### config.mk
export PLATFORM = sky130hd
export DESIGN_NAME = dmem_arbiter_flat
export DESIGN_NICKNAME = d
export VERILOG_FILES = /design/src/rtl/dmem_pkg.sv /design/src/rtl/dmem_arbiter_if.sv /design/src/rtl/dmem_rr_pick.sv /design/src/rtl/dmem_arbiter.sv /design/src/flat_wrapper.sv
export SDC_FILE = /design/constraint.sdc
export NUM_CORES = 1
export LEC_CHECK = 0
export ABC_AREA = 1
export CAP_MARGIN = 20
export CORE_ASPECT_RATIO = 2
export CORE_MARGIN = 3
export CORE_UTILIZATION = 25
export DETAILED_ROUTE_END_ITERATION = 12
export PLACE_DENSITY = 0.53
export SLEW_MARGIN = 20
export SYNTH_ARGS = -nofsm -noshare
export SYNTH_HDL_FRONTEND = slang
export SYNTH_SLANG_ARGS = --single-unit
### constraint.sdc
create_clock -name clk -period 1.3 [get_ports clk]
set_input_delay 0.26 -clock clk [delete_from_list [all_inputs] [get_ports clk]]
set_output_delay 0.26 -clock clk [all_outputs]
set_load 0.01 [all_outputs]
### src/rtl/dmem_pkg.sv
// Shared definitions for the DataMemory arbiter: FSM encoding, port indices
// and default bus widths.
package dmem_pkg;

  localparam int DMEM_ADDR_W = 16;
  localparam int DMEM_DATA_W = 16;

  typedef enum logic [1:0] {
    IDLE   = 2'd0,
    ACCESS = 2'd1,
    DONE   = 2'd2
  } dmem_state_e;

  localparam logic PORT_CPU = 1'b0;
  localparam logic PORT_AUX = 1'b1;

endpackage

### src/rtl/dmem_arbiter_if.sv
// Bundle of both requester ports plus the DataMemory control/data bus.
// slave = arbiter side, master = requesters and memory side.
interface dmem_arbiter_if
  import dmem_pkg::*;
#(
  parameter int ADDR_W = DMEM_ADDR_W,
  parameter int DATA_W = DMEM_DATA_W
);

  logic              p0_req;
  logic              p0_we;
  logic [ADDR_W-1:0] p0_addr;
  logic [DATA_W-1:0] p0_wdata;
  logic              p0_ack;
  logic [DATA_W-1:0] p0_rdata;

  logic              p1_req;
  logic              p1_we;
  logic [ADDR_W-1:0] p1_addr;
  logic [DATA_W-1:0] p1_wdata;
  logic              p1_ack;
  logic [DATA_W-1:0] p1_rdata;

  logic              mem_write;
  logic              mem_read;
  logic [ADDR_W-1:0] mem_addr;
  logic [DATA_W-1:0] mem_wdata;
  logic [DATA_W-1:0] mem_rdata;

  modport slave (
    input  p0_req, p0_we, p0_addr, p0_wdata,
    input  p1_req, p1_we, p1_addr, p1_wdata,
    input  mem_rdata,
    output p0_ack, p0_rdata, p1_ack, p1_rdata,
    output mem_write, mem_read, mem_addr, mem_wdata
  );

  modport master (
    output p0_req, p0_we, p0_addr, p0_wdata,
    output p1_req, p1_we, p1_addr, p1_wdata,
    output mem_rdata,
    input  p0_ack, p0_rdata, p1_ack, p1_rdata,
    input  mem_write, mem_read, mem_addr, mem_wdata
  );

endinterface

### src/rtl/dmem_rr_pick.sv
// Combinational two-way winner select. Round-robin on ties by default;
// DMEM_ARB_FIXED_PRIO_EN makes port 0 win every tie and drops last_grant.
module dmem_rr_pick
  import dmem_pkg::*;
(
  input  logic [1:0] req,
`ifndef DMEM_ARB_FIXED_PRIO_EN
  input  logic       last_grant,
`endif
  output logic       grant,
  output logic       valid
);

  // Winner select: a lone request always wins, ties resolved by policy.
  always_comb begin
    valid = |req;
    grant = PORT_CPU;
    case (req)
      2'b01:   grant = PORT_CPU;
      2'b10:   grant = PORT_AUX;
`ifdef DMEM_ARB_FIXED_PRIO_EN
      2'b11:   grant = PORT_CPU;
`else
      2'b11:   grant = ~last_grant;
`endif
      default: grant = PORT_CPU;
    endcase
  end

endmodule

### src/rtl/dmem_arbiter.sv
// Two-port arbiter/sequencer for the shared DataMemory: IDLE -> ACCESS -> DONE.
// Optional macro DMEM_ARB_FIXED_PRIO_EN selects fixed priority (port 0).
module dmem_arbiter
  import dmem_pkg::*;
#(
  parameter int ADDR_W = DMEM_ADDR_W,
  parameter int DATA_W = DMEM_DATA_W
) (
  input  logic           clk,
  input  logic           rst_n,
  dmem_arbiter_if.slave  bus
);

  dmem_state_e       state;
  logic              grant;
  logic              pick_grant;
  logic              pick_valid;
  logic              sel_we;
  logic [ADDR_W-1:0] sel_addr;
  logic [DATA_W-1:0] sel_wdata;

`ifndef DMEM_ARB_FIXED_PRIO_EN
  logic              last_grant;
`endif

  dmem_rr_pick u_pick (
    .req        ({bus.p1_req, bus.p0_req}),
`ifndef DMEM_ARB_FIXED_PRIO_EN
    .last_grant (last_grant),
`endif
    .grant      (pick_grant),
    .valid      (pick_valid)
  );

  // Steer the would-be winner's command toward the memory-side registers.
  always_comb begin
    if (pick_grant == PORT_AUX) begin
      sel_we    = bus.p1_we;
      sel_addr  = bus.p1_addr;
      sel_wdata = bus.p1_wdata;
    end else begin
      sel_we    = bus.p0_we;
      sel_addr  = bus.p0_addr;
      sel_wdata = bus.p0_wdata;
    end
  end

`ifndef DMEM_ARB_FIXED_PRIO_EN
  // Remember who was granted last; reset value 1 lets port 0 win the first tie.
  always_ff @(posedge clk) begin
    if (!rst_n) begin
      last_grant <= PORT_AUX;
    end else if ((state == IDLE) && pick_valid) begin
      last_grant <= pick_grant;
    end else begin
      last_grant <= last_grant;
    end
  end
`endif

  // Sequencer: arbitrate in IDLE, drive one memory cycle, then pulse ack.
  always_ff @(posedge clk) begin
    if (!rst_n) begin
      state         <= IDLE;
      grant         <= PORT_CPU;
      bus.mem_write <= 1'b0;
      bus.mem_read  <= 1'b0;
      bus.mem_addr  <= {ADDR_W{1'b0}};
      bus.mem_wdata <= {DATA_W{1'b0}};
      bus.p0_ack    <= 1'b0;
      bus.p1_ack    <= 1'b0;
      bus.p0_rdata  <= {DATA_W{1'b0}};
      bus.p1_rdata  <= {DATA_W{1'b0}};
    end else begin
      case (state)
        IDLE: begin
          bus.p0_ack <= 1'b0;
          bus.p1_ack <= 1'b0;
          if (pick_valid) begin
            grant         <= pick_grant;
            bus.mem_write <= sel_we;
            bus.mem_read  <= ~sel_we;
            bus.mem_addr  <= sel_addr;
            bus.mem_wdata <= sel_wdata;
            state         <= ACCESS;
          end else begin
            bus.mem_write <= 1'b0;
            bus.mem_read  <= 1'b0;
            state         <= IDLE;
          end
        end
        ACCESS: begin
          // Read data is only valid while mem_read is high, so capture here.
          if (bus.mem_read && (grant == PORT_CPU)) begin
            bus.p0_rdata <= bus.mem_rdata;
          end else if (bus.mem_read && (grant == PORT_AUX)) begin
            bus.p1_rdata <= bus.mem_rdata;
          end else begin
            bus.p0_rdata <= bus.p0_rdata;
          end
          bus.mem_write <= 1'b0;
          bus.mem_read  <= 1'b0;
          bus.p0_ack    <= (grant == PORT_CPU);
          bus.p1_ack    <= (grant == PORT_AUX);
          state         <= DONE;
        end
        DONE: begin
          bus.p0_ack <= 1'b0;
          bus.p1_ack <= 1'b0;
          state      <= IDLE;
        end
        default: begin
          bus.mem_write <= 1'b0;
          bus.mem_read  <= 1'b0;
          bus.p0_ack    <= 1'b0;
          bus.p1_ack    <= 1'b0;
          state         <= IDLE;
        end
      endcase
    end
  end

endmodule

### src/flat_wrapper.sv
// flat-port wrapper written by rule: the top's interface ports become plain ports
module dmem_arbiter_flat import dmem_pkg::*;
#(
  parameter int ADDR_W = DMEM_ADDR_W,
  parameter int DATA_W = DMEM_DATA_W
)
  (clk, rst_n, bus_p0_req, bus_p0_we, bus_p0_addr, bus_p0_wdata, bus_p1_req, bus_p1_we, bus_p1_addr, bus_p1_wdata, bus_mem_rdata, bus_p0_ack, bus_p0_rdata, bus_p1_ack, bus_p1_rdata, bus_mem_write, bus_mem_read, bus_mem_addr, bus_mem_wdata);
  dmem_arbiter_if #(.ADDR_W(ADDR_W), .DATA_W(DATA_W)) bus_i ();
  input  logic clk;
  input  logic rst_n;
  input wire logic [$bits(bus_i.p0_req)-1:0] bus_p0_req;
  input wire logic [$bits(bus_i.p0_we)-1:0] bus_p0_we;
  input wire logic [$bits(bus_i.p0_addr)-1:0] bus_p0_addr;
  input wire logic [$bits(bus_i.p0_wdata)-1:0] bus_p0_wdata;
  input wire logic [$bits(bus_i.p1_req)-1:0] bus_p1_req;
  input wire logic [$bits(bus_i.p1_we)-1:0] bus_p1_we;
  input wire logic [$bits(bus_i.p1_addr)-1:0] bus_p1_addr;
  input wire logic [$bits(bus_i.p1_wdata)-1:0] bus_p1_wdata;
  input wire logic [$bits(bus_i.mem_rdata)-1:0] bus_mem_rdata;
  output wire logic [$bits(bus_i.p0_ack)-1:0] bus_p0_ack;
  output wire logic [$bits(bus_i.p0_rdata)-1:0] bus_p0_rdata;
  output wire logic [$bits(bus_i.p1_ack)-1:0] bus_p1_ack;
  output wire logic [$bits(bus_i.p1_rdata)-1:0] bus_p1_rdata;
  output wire logic [$bits(bus_i.mem_write)-1:0] bus_mem_write;
  output wire logic [$bits(bus_i.mem_read)-1:0] bus_mem_read;
  output wire logic [$bits(bus_i.mem_addr)-1:0] bus_mem_addr;
  output wire logic [$bits(bus_i.mem_wdata)-1:0] bus_mem_wdata;
  assign bus_i.p0_req = bus_p0_req;
  assign bus_i.p0_we = bus_p0_we;
  assign bus_i.p0_addr = bus_p0_addr;
  assign bus_i.p0_wdata = bus_p0_wdata;
  assign bus_i.p1_req = bus_p1_req;
  assign bus_i.p1_we = bus_p1_we;
  assign bus_i.p1_addr = bus_p1_addr;
  assign bus_i.p1_wdata = bus_p1_wdata;
  assign bus_i.mem_rdata = bus_mem_rdata;
  assign bus_p0_ack = bus_i.p0_ack;
  assign bus_p0_rdata = bus_i.p0_rdata;
  assign bus_p1_ack = bus_i.p1_ack;
  assign bus_p1_rdata = bus_i.p1_rdata;
  assign bus_mem_write = bus_i.mem_write;
  assign bus_mem_read = bus_i.mem_read;
  assign bus_mem_addr = bus_i.mem_addr;
  assign bus_mem_wdata = bus_i.mem_wdata;
  dmem_arbiter #(.ADDR_W(ADDR_W), .DATA_W(DATA_W)) u_core (.clk(clk), .rst_n(rst_n), .bus(bus_i));
endmodule
### Word-level counts from Yosys, hierarchy flattened

Cells that the tools add are included.

| word-level totals | value |
|---|---|
| input bits | 86 |
| output and inout port bits | 68 |
| register bits | 72 |

| cells by class | value |
|---|---|
| bitwise gates (word level) | 4 |
| mux-type cells | 10 |
| reductions and logical operators | 9 |
| equality and inequality tests | 4 |

Operator list:

| operator | count |
|---|---|
| two-way mux 16 bit | 2 |
| == test 2 bit (second input constant) | 3 |
| case mux 1 bit (2 select lines) | 3 |
| AND reduction 2 bit | 3 |
| two-way mux 1 bit | 4 |
| inverter 1 bit | 4 |
| case mux 2 bit (2 select lines) | 1 |
| logical AND 1 bit | 3 |
| AND reduction 3 bit | 1 |
| == test 2 x 1 -> 1 bit (second input constant) | 1 |
| logical NOT 2 bit | 1 |
| OR reduction 2 bit | 1 |

### Longest topological paths before layout

| logic depth | value |
|---|---|
| depth after elaboration | 6 |
| gate-level depth with buffers | 7 |

### Modules after synthesis

Synthesis repeated with hierarchy kept, for this count alone.

| unflattened totals | value |
|---|---|
| cell total of the unflattened synthesis | 538 |
| area total of the unflattened synthesis | 3399.5 um^2 |

By module, submodules not included:

| module | cells each | seq. area each (um^2) | instances | area each (um^2) |
|---|---|---|---|---|
| dmem_arbiter | 535 | 1441.4 | 1 | 3384.5 |
| dmem_rr_pick | 3 | 0.0 | 1 | 15.0 |

### Worst setup path after synthesis

Ideal clock, no wire load.

| timing | value |
|---|---|
| kind | reg-to-reg |
| start point | register u_core.bus.mem_read |
| end point | register u_core.bus.p1_rdata[11] |
| path buffers | 1 |
| cell stages (with the launch flop) | 7 |
| slack | 253 ps |
| clock period less this slack | 1047 ps |
| arrival | 935 ps |
| path through | dfxtp_1 -> nand2_1 -> nor2_2 -> buf_4 -> nand2_1 -> nand2_1 -> nor2_1 |

| on the way | value |
|---|---|
| word-level cells in the longest chain between the ends | 3 |

RTL lines:

| what | RTL line | text |
|---|---|---|
| start, declared | dmem_arbiter_if.sv:35 | `output mem_write, mem_read, mem_addr, mem_wdata` |
| start signal, assigned | dmem_arbiter.sv:82 | `bus.mem_read <= ~sel_we;` |
| logical AND 1 bit | dmem_arbiter.sv:94 | `if (bus.mem_read && (grant == PORT_CPU)) begin` |
| inverter 1 bit (no source line) | n/a |  |
| AND reduction 3 bit (no source line) (*) | n/a |  |
| end signal, assigned | dmem_arbiter.sv:73 | `bus.p1_rdata <= {DATA_W{1'b0}};` |
| end signal, assigned | dmem_arbiter.sv:97 | `bus.p1_rdata <= bus.mem_rdata;` |
| end, declared | dmem_arbiter_if.sv:34 | `output p0_ack, p0_rdata, p1_ack, p1_rdata,` |

Every way passes the cells marked *; elsewhere a longest branch is shown, timed or not.
A chain may end at the register's enable or synchronous reset.

### Final worst setup path

| timing | value |
|---|---|
| start point | register u_core.bus.mem_read |
| end point | output port bus_mem_read |

RTL lines:

| what | RTL line | text |
|---|---|---|
| end, declared | flat_wrapper.sv:25 | `output wire logic [$bits(bus_i.mem_read)-1:0] bus_mem_read;` |

No word-level cell between the ends.

==> summary.txt <==
Status
  – Status: complete, no violations

Critical path
  – Worst reg-to-reg path cell count: 7
  – Stages on the worst setup path: 1
  – Setup Crit Path Kind: register to primary output
  – Worst setup EP type: primary output
  – Largest fanout on the critical path: 4
  – Top delay family on crit path: flip-flops
  – Worst EP required: roughly 1000 ps
  – R2R setup slack: 140 ps
  – Largest stage delay, worst path: roughly 370 ps
  – Critical Path AT: around 970 ps
  – Worst path bufs/invs: 1
  – Crit start category: register
  – CP max stage cell: dfxtp_1
  – Cell Chain, Critical Path: clkdlybuf4s15_1

Die
  – Site row count: 61
  – Die Wd: just over 90 um
  – Die Height: between 150 and 200 um
  – Core Area: ~14000 um2
  – Total I/O pin count: between 150 and 200
  – Die area: approximately 16000 um2
  – Starting Density: 0.255

Timing
  – Min Tclk post-route: approximately 1200 ps
  – Setup-failing EPs final: 0
  – WHS: between 300 and 400 ps
  – Hold Fails Final Rpt: 0
  – Rel. slew slack: 0.840
  – Setup tns final: 0 ps
  – Final worst path period share: 0.948
  – Worst-case clock skew: approximately 7.5 ps
  – Pins over their slew limit: 0
  – Fmax: 0.812 GHz
  – Slew @ Worst Pin: between 200 and 250 ps
  – RSZ-0062 raised after global routing: no

Yosys
  – Synth top area share: 0.404
  – Post-synth EDFFs: 0
  – Syn Inst Count: 548
  – Syn_nets: about 630
  – Top-count cell post-synth: nand2_1
  – Synth warn: 0
  – Register area share after synthesis: 0.404
  – Largest cells by area after synthesis: dfxtp_1 40%, nand2_1 19%, nor2_1 14%, inv_1 5.7%, nand3_1 4.8%
  – Synth cell types: 20
  – Yosys reg bits: a little over 70
  – Synth Area per Inst: about 6.5 um2
  – Predominant post-synthesis flop cell: dfxtp_1
  – Fraction of registers with async set/reset: 0
  – Yosys top cell by area: dfxtp_1
  – Mapped Area: around 3600 um2
  – Commonest cells post-synth: 176 x nand2_1, 131 x nor2_1, 72 x dfxtp_1

Detailed routing
  – Remaining DRCs: 0
  – Routed wire length: approximately 11 mm
  – Avg WL per Cell: between 10 and 15 um
  – First-pass detailed-route iteration total: 4
  – Starting DRT DRC Count: 86
  – Vias per inst: 4.13
  – Post-route ant nets: 0
  – Via count: ~3.7k

Cells and area
  – Layout area overhead: 54.9%
  – Nets@finish: slightly below 800
  – Multi-input logic area: around 1700 um2
  – Layout cells sized above 1: 0.0646
  – Register area: between 1000 and 1500 um2
  – Final-layout fill cell count: roughly 1.5k
  – Fin util: 0.396

Clocking
  – H-tree depth: 3
  – Post-CTS setup buffer count: 0
  – # hold bufs at CTS: 0
  – Clock sinks: between 70 and 80
  – Max clock buf depth: 2
  – CTS Root Cell: clkbuf_16
  – Clk_lat worst skew: between 300 and 400 ps
  – CTS clk-pin slew, worst paths: roughly 60 ps
  – CTS tree: done
  – CTS Buf Count: 9

Power and ir drop
  – Overall power: between 0.006 and 0.007 W
  – Sequential Power Share: 0.395
  – Leakage Power: about 2.7 nW
  – Clock power frac: 0.385
  – Switching part of the total: 0.274
  – PwrDens: 1120 nW/um2
  – Comb power frac: 0.221
  – Worst VDD drop: ~0.00058 V
  – Int Power: between 0.004 and 0.005 W
  – Switch Pwr: about 0.0017 W

Global routing
  – First-pass GRT wire length: 17.7 mm
  – Initial antenna violation count: 1
  – Remaining Overflow, GRT: 0
  – GRT Total Usage: 0.139
  – Largest net degree at the start of global routing: 39
  – Vias in the first global route: ~3.7k

Place
  – DP Wirelength: just over 8 mm
  – I/O Buffers: 153
  – Gpl congestion: 0.793

Worst hold path
  – Worst hold path class: input port to register
  – WHS Path Cells: 3

Run
  – Max_cap viols: 0
per-stage QoR:
step	cell area (um2)	instances	worst slack (ps)
floorplan	3570	548	253
global placement	5310	870	-221
detailed placement	5310	870	-249
CTS	5520	886	6.19
global route	5520	887	8.84
finish	5520	887	68.0
worst paths after layout:
kind	endpoint	start
worst max-delay path	bus_mem_read	u_core.bus.mem_read
worst min-delay path	u_core.grant	rst_n
worst max register to register	u_core.bus.p1_rdata[9]	u_core.state[1]
worst min register to register	u_core.bus.p0_rdata[12]	u_core.bus.p0_rdata[12]
power groups by stage:
stage	clock (W)	combinational, W	sequential (W)
5_1_grt	0.00258	0.00154	0.00247
6_report	0.00238	0.00137	0.00244
3_5_place_dp	0	0.00148	0.00250
3_3_place_gp	0	0.00147	0.00250
2_1_floorplan	0	0.000695	0.00255
4_1_cts	0.00250	0.00139	0.00245
kinds of logic after synthesis:
logic type             Yosys count  share of synthesized area
DFF                             72                      0.404
buffers and inverters           90                      0.129
and+or+nand+nor                353                      0.397
AOI/OAI and AO/OA               33                     0.0698
layer usage:
metal,track usage,up-vias,share of wire
met3,0.0315,12,0.051
met2,0.273,104,0.56
li1,-,1930,-
met1,0.133,1621,0.37
met4,0.0646,0,0.019
met5,0,-,0
cells in the final DEF, fill, tap and decap left out, drive strengths merged:
| master | netlist | final |
|---|---|---|
| clkdlybuf4s50 | 0 | 82 |
| dlygate4sd2 | 0 | 67 |
| clkinv | 0 | 1 |
| diode | 0 | 1 |
| nor2 | 135 | 135 |
| dfxtp | 72 | 72 |
| inv | 56 | 56 |
| buf | 29 | 16 |
| clkdlybuf4s15 | 0 | 1 |
| nand4 | 2 | 2 |
| nand3 | 34 | 34 |
| clkinvlp | 0 | 3 |
| nor3 | 2 | 2 |
| nand2 | 179 | 179 |
| a21boi | 32 | 32 |
| a21oi | 1 | 1 |
| dlymetal6s2s | 0 | 1 |
| clkbuf | 5 | 12 |
| nand3b | 1 | 1 |
final cells by class:
type,instances,area share
Multi-Input combinational cell,386,0.302
Timing Repair Buffer,167,0.302
Antenna cell,1,0.000453
Inverter,56,0.0381
Clock inverter,4,0.00498
Tap cell,189,0.0428
Sequential cell,72,0.261
Clock buffer,12,0.0482
state kept, by name, indices dropped and copies added, names as in the netlist, 2 cells and up:
name / count
u_core.state: 2
u_core.bus.mem_wdata: 16
u_core.bus.p0_rdata: 16
u_core.bus.p1_rdata: 16
u_core.bus.mem_addr: 16
timing repair:
item | CTS | global route
endpoints found under the setup margin | 68 | 7
cloned | 0 | 0
resized for setup | 68 | 6
Note: power is estimated with default switching activity, not from simulation.
